$ cat src/rtl/fft_bitrev_reorder_pkg.sv
// Shared constants and the bit-reversal helper for the FFT output reorder path.
package fft_bitrev_reorder_pkg;

  localparam int unsigned RB_N      = 16;
  localparam int unsigned RB_LOG2N  = 4;
  localparam int unsigned RB_DATA_W = 32;

  // Reverse the low `width` bits of idx; bits above width come back as zero.
  // Also used by the FFT twiddle control, hence the run-time width argument.
  function automatic logic [31:0] bitrev(input logic [31:0] idx, input int unsigned width);
    logic [31:0] r;
    r = '0;
    for (int unsigned i = 0; i < 32; i++) begin
      if (i < width) r[5'(width - 1 - i)] = idx[5'(i)];
    end
    return r;
  endfunction

endpackage

$ cat src/rtl/fft_bitrev_reorder_if.sv
// Input sample stream and natural-order output stream of the reorder buffer.
interface fft_bitrev_reorder_if
  import fft_bitrev_reorder_pkg::*;
#(
  parameter int unsigned DATA_W = RB_DATA_W
);

  logic [DATA_W-1:0] in_real;
  logic [DATA_W-1:0] in_imag;
  logic              in_valid;
  logic              in_sop;
  logic [DATA_W-1:0] out_real;
  logic [DATA_W-1:0] out_imag;
  logic              out_valid;
  logic              out_ready;
  logic              out_sop;
  logic              out_eop;
  logic              overrun;

  modport master (
    output in_real, in_imag, in_valid, in_sop, out_ready,
    input  out_real, out_imag, out_valid, out_sop, out_eop, overrun
  );

  modport slave (
    input  in_real, in_imag, in_valid, in_sop, out_ready,
    output out_real, out_imag, out_valid, out_sop, out_eop, overrun
  );

endinterface

$ cat src/rtl/fft_bitrev_reorder_bitrev_bank.sv
// One frame of storage: flop array, synchronous write, combinational read.
module bitrev_bank #(
  parameter int unsigned N  = 16,
  parameter int unsigned AW = 4,
  parameter int unsigned DW = 64
) (
  input  logic          clk,
  input  logic          we,
  input  logic [AW-1:0] waddr,
  input  logic [DW-1:0] wdata,
  input  logic [AW-1:0] raddr,
  output logic [DW-1:0] rdata
);

  logic [DW-1:0] mem [N];

  // Store one sample; contents are deliberately not reset.
  always_ff @(posedge clk) begin
    if (we) mem[waddr] <= wdata;
  end

  // Read straight off the array so the output follows rcnt with no latency.
  always_comb begin
    rdata = mem[raddr];
  end

endmodule

$ cat src/rtl/fft_bitrev_reorder.sv
// Ping-pong reorder buffer: writes bit-reversed FFT output, reads natural order.
module fft_bitrev_reorder
  import fft_bitrev_reorder_pkg::*;
#(
  parameter int unsigned N      = RB_N,
  parameter int unsigned LOG2N  = RB_LOG2N,
  parameter int unsigned DATA_W = RB_DATA_W
) (
  input  logic                 clk,
  input  logic                 rst,
  fft_bitrev_reorder_if.slave  bus
);

  localparam logic [LOG2N-1:0] LAST = LOG2N'(N - 1);

  logic [LOG2N-1:0]    wcnt;
  logic [LOG2N-1:0]    rcnt;
  logic                wbank;
  logic                rbank;
  logic [1:0]          full;
  logic                ovr;

  logic [LOG2N-1:0]    widx;
  logic [LOG2N-1:0]    waddr;
  logic                rd_fire;
  logic                rd_last;
  logic                wr_ok;
  logic [1:0]          we;
  logic [2*DATA_W-1:0] wdata;
  logic [2*DATA_W-1:0] rdata0;
  logic [2*DATA_W-1:0] rdata1;
  logic [2*DATA_W-1:0] rdata;

  // Handshake decode; a bank freed by its last read this cycle may be written at once.
  always_comb begin
    rd_fire = full[rbank] & bus.out_ready;
    rd_last = rd_fire && (rcnt == LAST);
    wr_ok   = bus.in_valid && (!full[wbank] || (rd_last && (rbank == wbank)));
    widx    = bus.in_sop ? '0 : wcnt;
    waddr   = LOG2N'(bitrev(32'(widx), LOG2N));
    we[0]   = wr_ok && !wbank;
    we[1]   = wr_ok && wbank;
    wdata   = {bus.in_real, bus.in_imag};
  end

  bitrev_bank #(.N(N), .AW(LOG2N), .DW(2 * DATA_W)) u_bank0 (
    .clk   (clk),
    .we    (we[0]),
    .waddr (waddr),
    .wdata (wdata),
    .raddr (rcnt),
    .rdata (rdata0)
  );

  bitrev_bank #(.N(N), .AW(LOG2N), .DW(2 * DATA_W)) u_bank1 (
    .clk   (clk),
    .we    (we[1]),
    .waddr (waddr),
    .wdata (wdata),
    .raddr (rcnt),
    .rdata (rdata1)
  );

  // Counters, bank pointers and full flags.
  // The set of full[] is placed after the clear so a bank's own final write
  // wins if it coincides with the final read of that same bank.
  always_ff @(posedge clk or negedge rst) begin
    if (!rst) begin
      wcnt  <= '0;
      rcnt  <= '0;
      wbank <= 1'b0;
      rbank <= 1'b0;
      full  <= '0;
      ovr   <= 1'b0;
    end else begin
      if (rd_fire) begin
        if (rcnt == LAST) begin
          rcnt        <= '0;
          rbank       <= ~rbank;
          full[rbank] <= 1'b0;
        end else begin
          rcnt <= rcnt + LOG2N'(1);
        end
      end
      if (wr_ok) begin
        if (widx == LAST) begin
          wcnt        <= '0;
          wbank       <= ~wbank;
          full[wbank] <= 1'b1;
        end else begin
          wcnt <= widx + LOG2N'(1);
        end
      end else if (bus.in_valid) begin
        ovr <= 1'b1;
      end
    end
  end

  // Output presentation, zeroed whenever the current read bank is empty.
  always_comb begin
    rdata         = rbank ? rdata1 : rdata0;
    bus.out_valid = full[rbank];
    bus.out_real  = bus.out_valid ? rdata[2*DATA_W-1:DATA_W] : '0;
    bus.out_imag  = bus.out_valid ? rdata[DATA_W-1:0] : '0;
    bus.out_sop   = bus.out_valid && (rcnt == '0);
    bus.out_eop   = bus.out_valid && (rcnt == LAST);
    bus.overrun   = ovr;
  end

endmodule

$ cat src/flat_wrapper.sv
// flat-port wrapper written by rule: the top's interface ports become plain ports
module fft_bitrev_reorder_flat import fft_bitrev_reorder_pkg::*;
#(
  parameter int unsigned N      = RB_N,
  parameter int unsigned LOG2N  = RB_LOG2N,
  parameter int unsigned DATA_W = RB_DATA_W
)
  (clk, rst, bus_in_real, bus_in_imag, bus_in_valid, bus_in_sop, bus_out_ready, bus_out_real, bus_out_imag, bus_out_valid, bus_out_sop, bus_out_eop, bus_overrun);
  fft_bitrev_reorder_if #(.DATA_W(DATA_W)) bus_i ();
  input  logic clk;
  input  logic rst;
  input wire logic [$bits(bus_i.in_real)-1:0] bus_in_real;
  input wire logic [$bits(bus_i.in_imag)-1:0] bus_in_imag;
  input wire logic [$bits(bus_i.in_valid)-1:0] bus_in_valid;
  input wire logic [$bits(bus_i.in_sop)-1:0] bus_in_sop;
  input wire logic [$bits(bus_i.out_ready)-1:0] bus_out_ready;
  output wire logic [$bits(bus_i.out_real)-1:0] bus_out_real;
  output wire logic [$bits(bus_i.out_imag)-1:0] bus_out_imag;
  output wire logic [$bits(bus_i.out_valid)-1:0] bus_out_valid;
  output wire logic [$bits(bus_i.out_sop)-1:0] bus_out_sop;
  output wire logic [$bits(bus_i.out_eop)-1:0] bus_out_eop;
  output wire logic [$bits(bus_i.overrun)-1:0] bus_overrun;
  assign bus_i.in_real = bus_in_real;
  assign bus_i.in_imag = bus_in_imag;
  assign bus_i.in_valid = bus_in_valid;
  assign bus_i.in_sop = bus_in_sop;
  assign bus_i.out_ready = bus_out_ready;
  assign bus_out_real = bus_i.out_real;
  assign bus_out_imag = bus_i.out_imag;
  assign bus_out_valid = bus_i.out_valid;
  assign bus_out_sop = bus_i.out_sop;
  assign bus_out_eop = bus_i.out_eop;
  assign bus_overrun = bus_i.overrun;
  fft_bitrev_reorder #(.N(N), .LOG2N(LOG2N), .DATA_W(DATA_W)) u_core (.clk(clk), .rst(rst), .bus(bus_i));
endmodule
$ cat config.mk
export PLATFORM = sky130hd
export DESIGN_NAME = fft_bitrev_reorder_flat
export DESIGN_NICKNAME = d
export VERILOG_FILES = /design/src/rtl/fft_bitrev_reorder_pkg.sv /design/src/rtl/fft_bitrev_reorder_if.sv /design/src/rtl/fft_bitrev_reorder_bitrev_bank.sv /design/src/rtl/fft_bitrev_reorder.sv /design/src/flat_wrapper.sv
export SDC_FILE = /design/constraint.sdc
export NUM_CORES = 2
export LEC_CHECK = 0
export ABC_AREA = 1
export CAP_MARGIN = 20
export CELL_PAD_IN_SITES_DETAIL_PLACEMENT = 1
export CELL_PAD_IN_SITES_GLOBAL_PLACEMENT = 1
export CORE_UTILIZATION = 30
export DETAILED_ROUTE_END_ITERATION = 12
export PLACE_DENSITY_LB_ADDON = 0.1
export RECOVER_POWER = 100
export SETUP_SLACK_MARGIN = 0.5
export SYNTH_ARGS = -nofsm -noshare
export SYNTH_HDL_FRONTEND = slang
export SYNTH_SLANG_ARGS = --single-unit
$ cat constraint.sdc
create_clock -name clk -period 5 [get_ports clk]
set_clock_uncertainty 0.1 [all_clocks]
set_input_delay 0.75 -clock clk [delete_from_list [all_inputs] [get_ports clk]]
set_output_delay 0.75 -clock clk [all_outputs]
set_load 0.03 [all_outputs]
==> flow_metrics.py <==
metrics = {
    "status": {
        "status": "finished, violations left",
        "violations": "capacitance limit, slew limit",
    },
    "timing": {
        "rsz0062_at_grt": "true",
        "fin_crit_ns": 4.684,
        "tns_ns": 0,
        "post-route-period-util_pct": 93.68,
        "drv_slew": 1394,
        "whs_ns": 0.2903,
        "fmaxAchievable_ghz": 0.2135,
        "setup_violations": 0,
        "worst_slack_ns": 0.3158,
        "slew_headroom_pct": -38.80,
        "hold_viol_final": 0,
        "worst_slew_pin_slew_ns": 2.082,
    },
    "pwr": {
        "irDropWorstVdd_uv": 268.6,
        "power_density_nw_per_um2": 365.4,
        "p_leak_nw": 36.72,
    },
    "grt": {
        "overflow": 0,
        "antenna_found_initial": 20,
        "grt_max_degree": 142,
        "grt_usage_pct": 21.03,
        "grt_pass1_wl_mm": 435.9,
        "grt_pass1_vias": 59340,
    },
    "placed_design": {
        "post-place-ws_ns": 0.9504,
        "place_hpwl_mm": 150.9,
        "io_buffers": 136,
        "place_congestion": 0.7282,
        "dpl.cell_count": 11430,
    },
    "critical_path": {
        "cp-startpoint": "u_core.rbank",
        "cp_slowest_stage_delay_ns": 0.83,
        "crit_arrival_ns": 3.83,
        "worstSetupEndpointType": "output port",
        "path_cells": "inv_4 -> buf_4 -> nand3_1 -> nor2_1 -> nor2_1 -> buf_12",
        "crit_type": "reg -> out",
        "required_ns": 4.15,
        "crit_path_frequent_cell": "nor2_1",
        "critPathLaunchType": "flop",
        "cp_max_fo": 49,
        "r2r-start": "u_core.rbank",
        "cp_slowest_cell": "dfrtp_1",
    },
    "layout": {
        "ff_latch_area_um2": 61840,
        "fin_cells": 11910,
        "multi_input_area_um2": 19970,
        "num-fill-cells": 30820,
        "nets": 8050,
        "layout-drive-gt1-share_pct": 6.756,
        "synthToLayoutAreaGrowth_pct": 16.71,
    },
    "floorplan": {
        "start_util_pct": 30.14,
        "die_x_um": 534.3,
        "coreArea_um2": 282000,
        "dieHeight_um": 534.3,
        "rows": 195,
        "io_pins": 137,
        "dieArea_um2": 285500,
    },
    "logic_synthesis": {
        "synth_area_um2": 85000,
        "synth-seq-area-share_pct": 72.74,
        "ys_warn_count": 0,
        "ys_seq_elements": 2061,
        "synth_cell_types": 24,
        "synth_edf_count": 2048,
        "synth_nets": 7850,
        "synthFlopType": "edfxtp_1",
        "async_flop_share_pct": 0.6308,
        "syn_inst": 7775,
        "synth_area_per_cell_um2": 10.93,
    },
    "route": {
        "met1_length_mm": 141.0,
        "ant_nets": 0,
        "vias": 57280,
        "met3WireLength_mm": 8.601,
        "drc": 0,
        "dr_wl_met2_mm": 147.0,
        "viasPerCell": 4.810,
        "drt_pass1_iterations": 5,
        "wl_mm": 303.2,
        "wl_per_cell_um": 25.46,
        "dr.first_iter.drc_count": 3742,
        "routed.top_layer": "met5",
    },
    "clock_network": {
        "clock-sinks": 2061,
        "cts_root_buf": "clkbuf_16",
        "numCtsBuffers": 242,
        "cts_buffer_depth": 4,
        "ctsHoldBuffers": 0,
        "cts.clk_slew.worst_paths_ns": 0.06,
        "clock_latency_ns": 0.88,
        "cts_tree": "yes",
        "h-tree-depth": 4,
    },
    "job": {
        "max_cap_viol_count": 43,
    },
    "worst_hold_path": {
        "hold_path_class": "in -> async",
    },
}
## final timing paths
| check | endpoint | slack [ns] | depth (start not counted) |
|---|---|---|---|
| setup / recovery | bus_out_imag[29] | 0.32 | 6 |
| setup reg to reg | u_core.u_bank0.mem[11][40] | 0.52 | 8 |
| hold / removal | u_core.wcnt[2] | 0.29 | 1 |
| hold reg to reg | u_core.full[1] | 0.45 | 2 |
| max in group asynchronous | u_core.rcnt[2] | 3.94 | 1 |
| min in group clk | u_core.full[1] | 0.45 | 2 |
## power by group
part,leakage (nW),internal (W),switching (W)
sequential,18.6,0.0191,0.0000275
clock,3.52,0.00944,0.00715
combinational,14.6,0.0000608,0.000421
total,36.7,0.0286,0.00759
## area by class of cell
| cell class | instances | area share [%] |
|---|---|---|
| multi-input combinational | 4899 | 20.14 |
| sequential | 2061 | 62.33 |
| inverter | 378 | 1.511 |
| clock buffer | 304 | 6.404 |
| antenna | 9 | 0.02270 |
| tap | 3743 | 4.721 |
| timing repair inverter | 2 | 0.01766 |
| timing repair buffer | 391 | 3.997 |
| clock inverter | 121 | 0.8564 |
## stage by stage
step	cell area (um^2)	util (%)	total power (W)
5_1_grt	99190	35.17	0.03734
6_report	99200	35.17	0.03624
3_5_place_dp	92660	32.85	0.02007
3_3_place_gp	92450	32.78	0.02004
4_1_cts	100200	35.54	0.03676
2_1_floorplan	85000	-	0.01959
## what timing repair did
item / in CTS / in global routing
pin swaps: 0 / 0
endpoints found under the hold margin: 0 / 0
setup buffers: 1 / 10
gates resized for setup: 38 / 13
setup endpoints to repair: 65 / 39
cloned: 8 / 1
## cells in the mapped netlist (13+ instances only)
master	number	area (um^2)
nand2_1	2588	9714
edfxtp_1	2048	61500
nor2_1	1186	4452
nand3_1	652	3263
inv_1	375	1408
o21ai_0	326	1632
clkbuf_1	226	848.3
buf_2	144	720.7
a21oi_1	64	320.3
buf_1	59	221.5
o21ai_1	52	260.3
o211ai_1	15	112.6
dfrtp_1	13	325.3
## registers in the layout, summed over array words and instances, names as in the netlist
name,flops
u_core.wbank,1
u_core.rbank,1
u_core.wcnt,4
u_core.bus.overrun,1
u_core.u_bank1.mem,1024
u_core.rcnt,4
u_core.u_bank0.mem,1024
u_core.full,2
## cell usage in the layout, fill, tap and decap left out, types with 2 or more instances in the layout
master           synthesis  routed
ha_1                     6       6
dfrtp_1                 13      10
clkinv_1                 1      66
buf_2                  144       4
buf_12                   0      77
inv_16                   0       4
nor2_4                   0       6
xor2_1                   3       3
clkbuf_16                0     246
dlygate4sd3_1            0      68
inv_1                  375     368
bufbuf_16                0       5
clkbuf_2                 0      30
bufinv_16                0      11
a21oi_1                 64      64
inv_6                    0      10
o21ai_0                326     326
edfxtp_1              2048    2048
buf_8                    0       4
o21ai_1                 52      52
buf_16                   0       7
nand3_1                652     652
clkbuf_4                 0      18
nor2_2                   1       8
diode_2                  0       9
nor2_1                1186    1173
nand2_1               2588    2587
buf_6                    0       8
buf_4                    8      66
nand4_1                  2       2
clkinvlp_4               0       4
dfrtp_4                  0       3
clkinv_2                 0      35
clkdlybuf4s50_1          0       4
o211ai_1                15      15
clkbuf_1               226     158
## logic make-up (layout without fill, tap and decap cells)
group	Yosys count	in the layout	share of synthesized area, %
compound gates	459	459	2.754
other cells	0	9	0
simple gates	4430	4430	20.53
flops	2061	2061	72.74
fa+ha+maj	6	6	0.08832
buf+inv	815	1196	3.846
xor+xnor	4	4	0.04122
## critical path: cells and delay by family (launching register included)
kind	cells	cell delay [ns]
DFF	1	0.83
buffers and inverters	3	1.23
and+or+nand+nor	3	0.80
## routing by layer
metal	track usage [%]	vias to the layer above
met5	0	-
met4	4.436	4
met3	2.019	390
met1	28.64	29590
met2	36.27	850
li1	-	26450
Note: power is estimated with default switching activity, not from simulation.
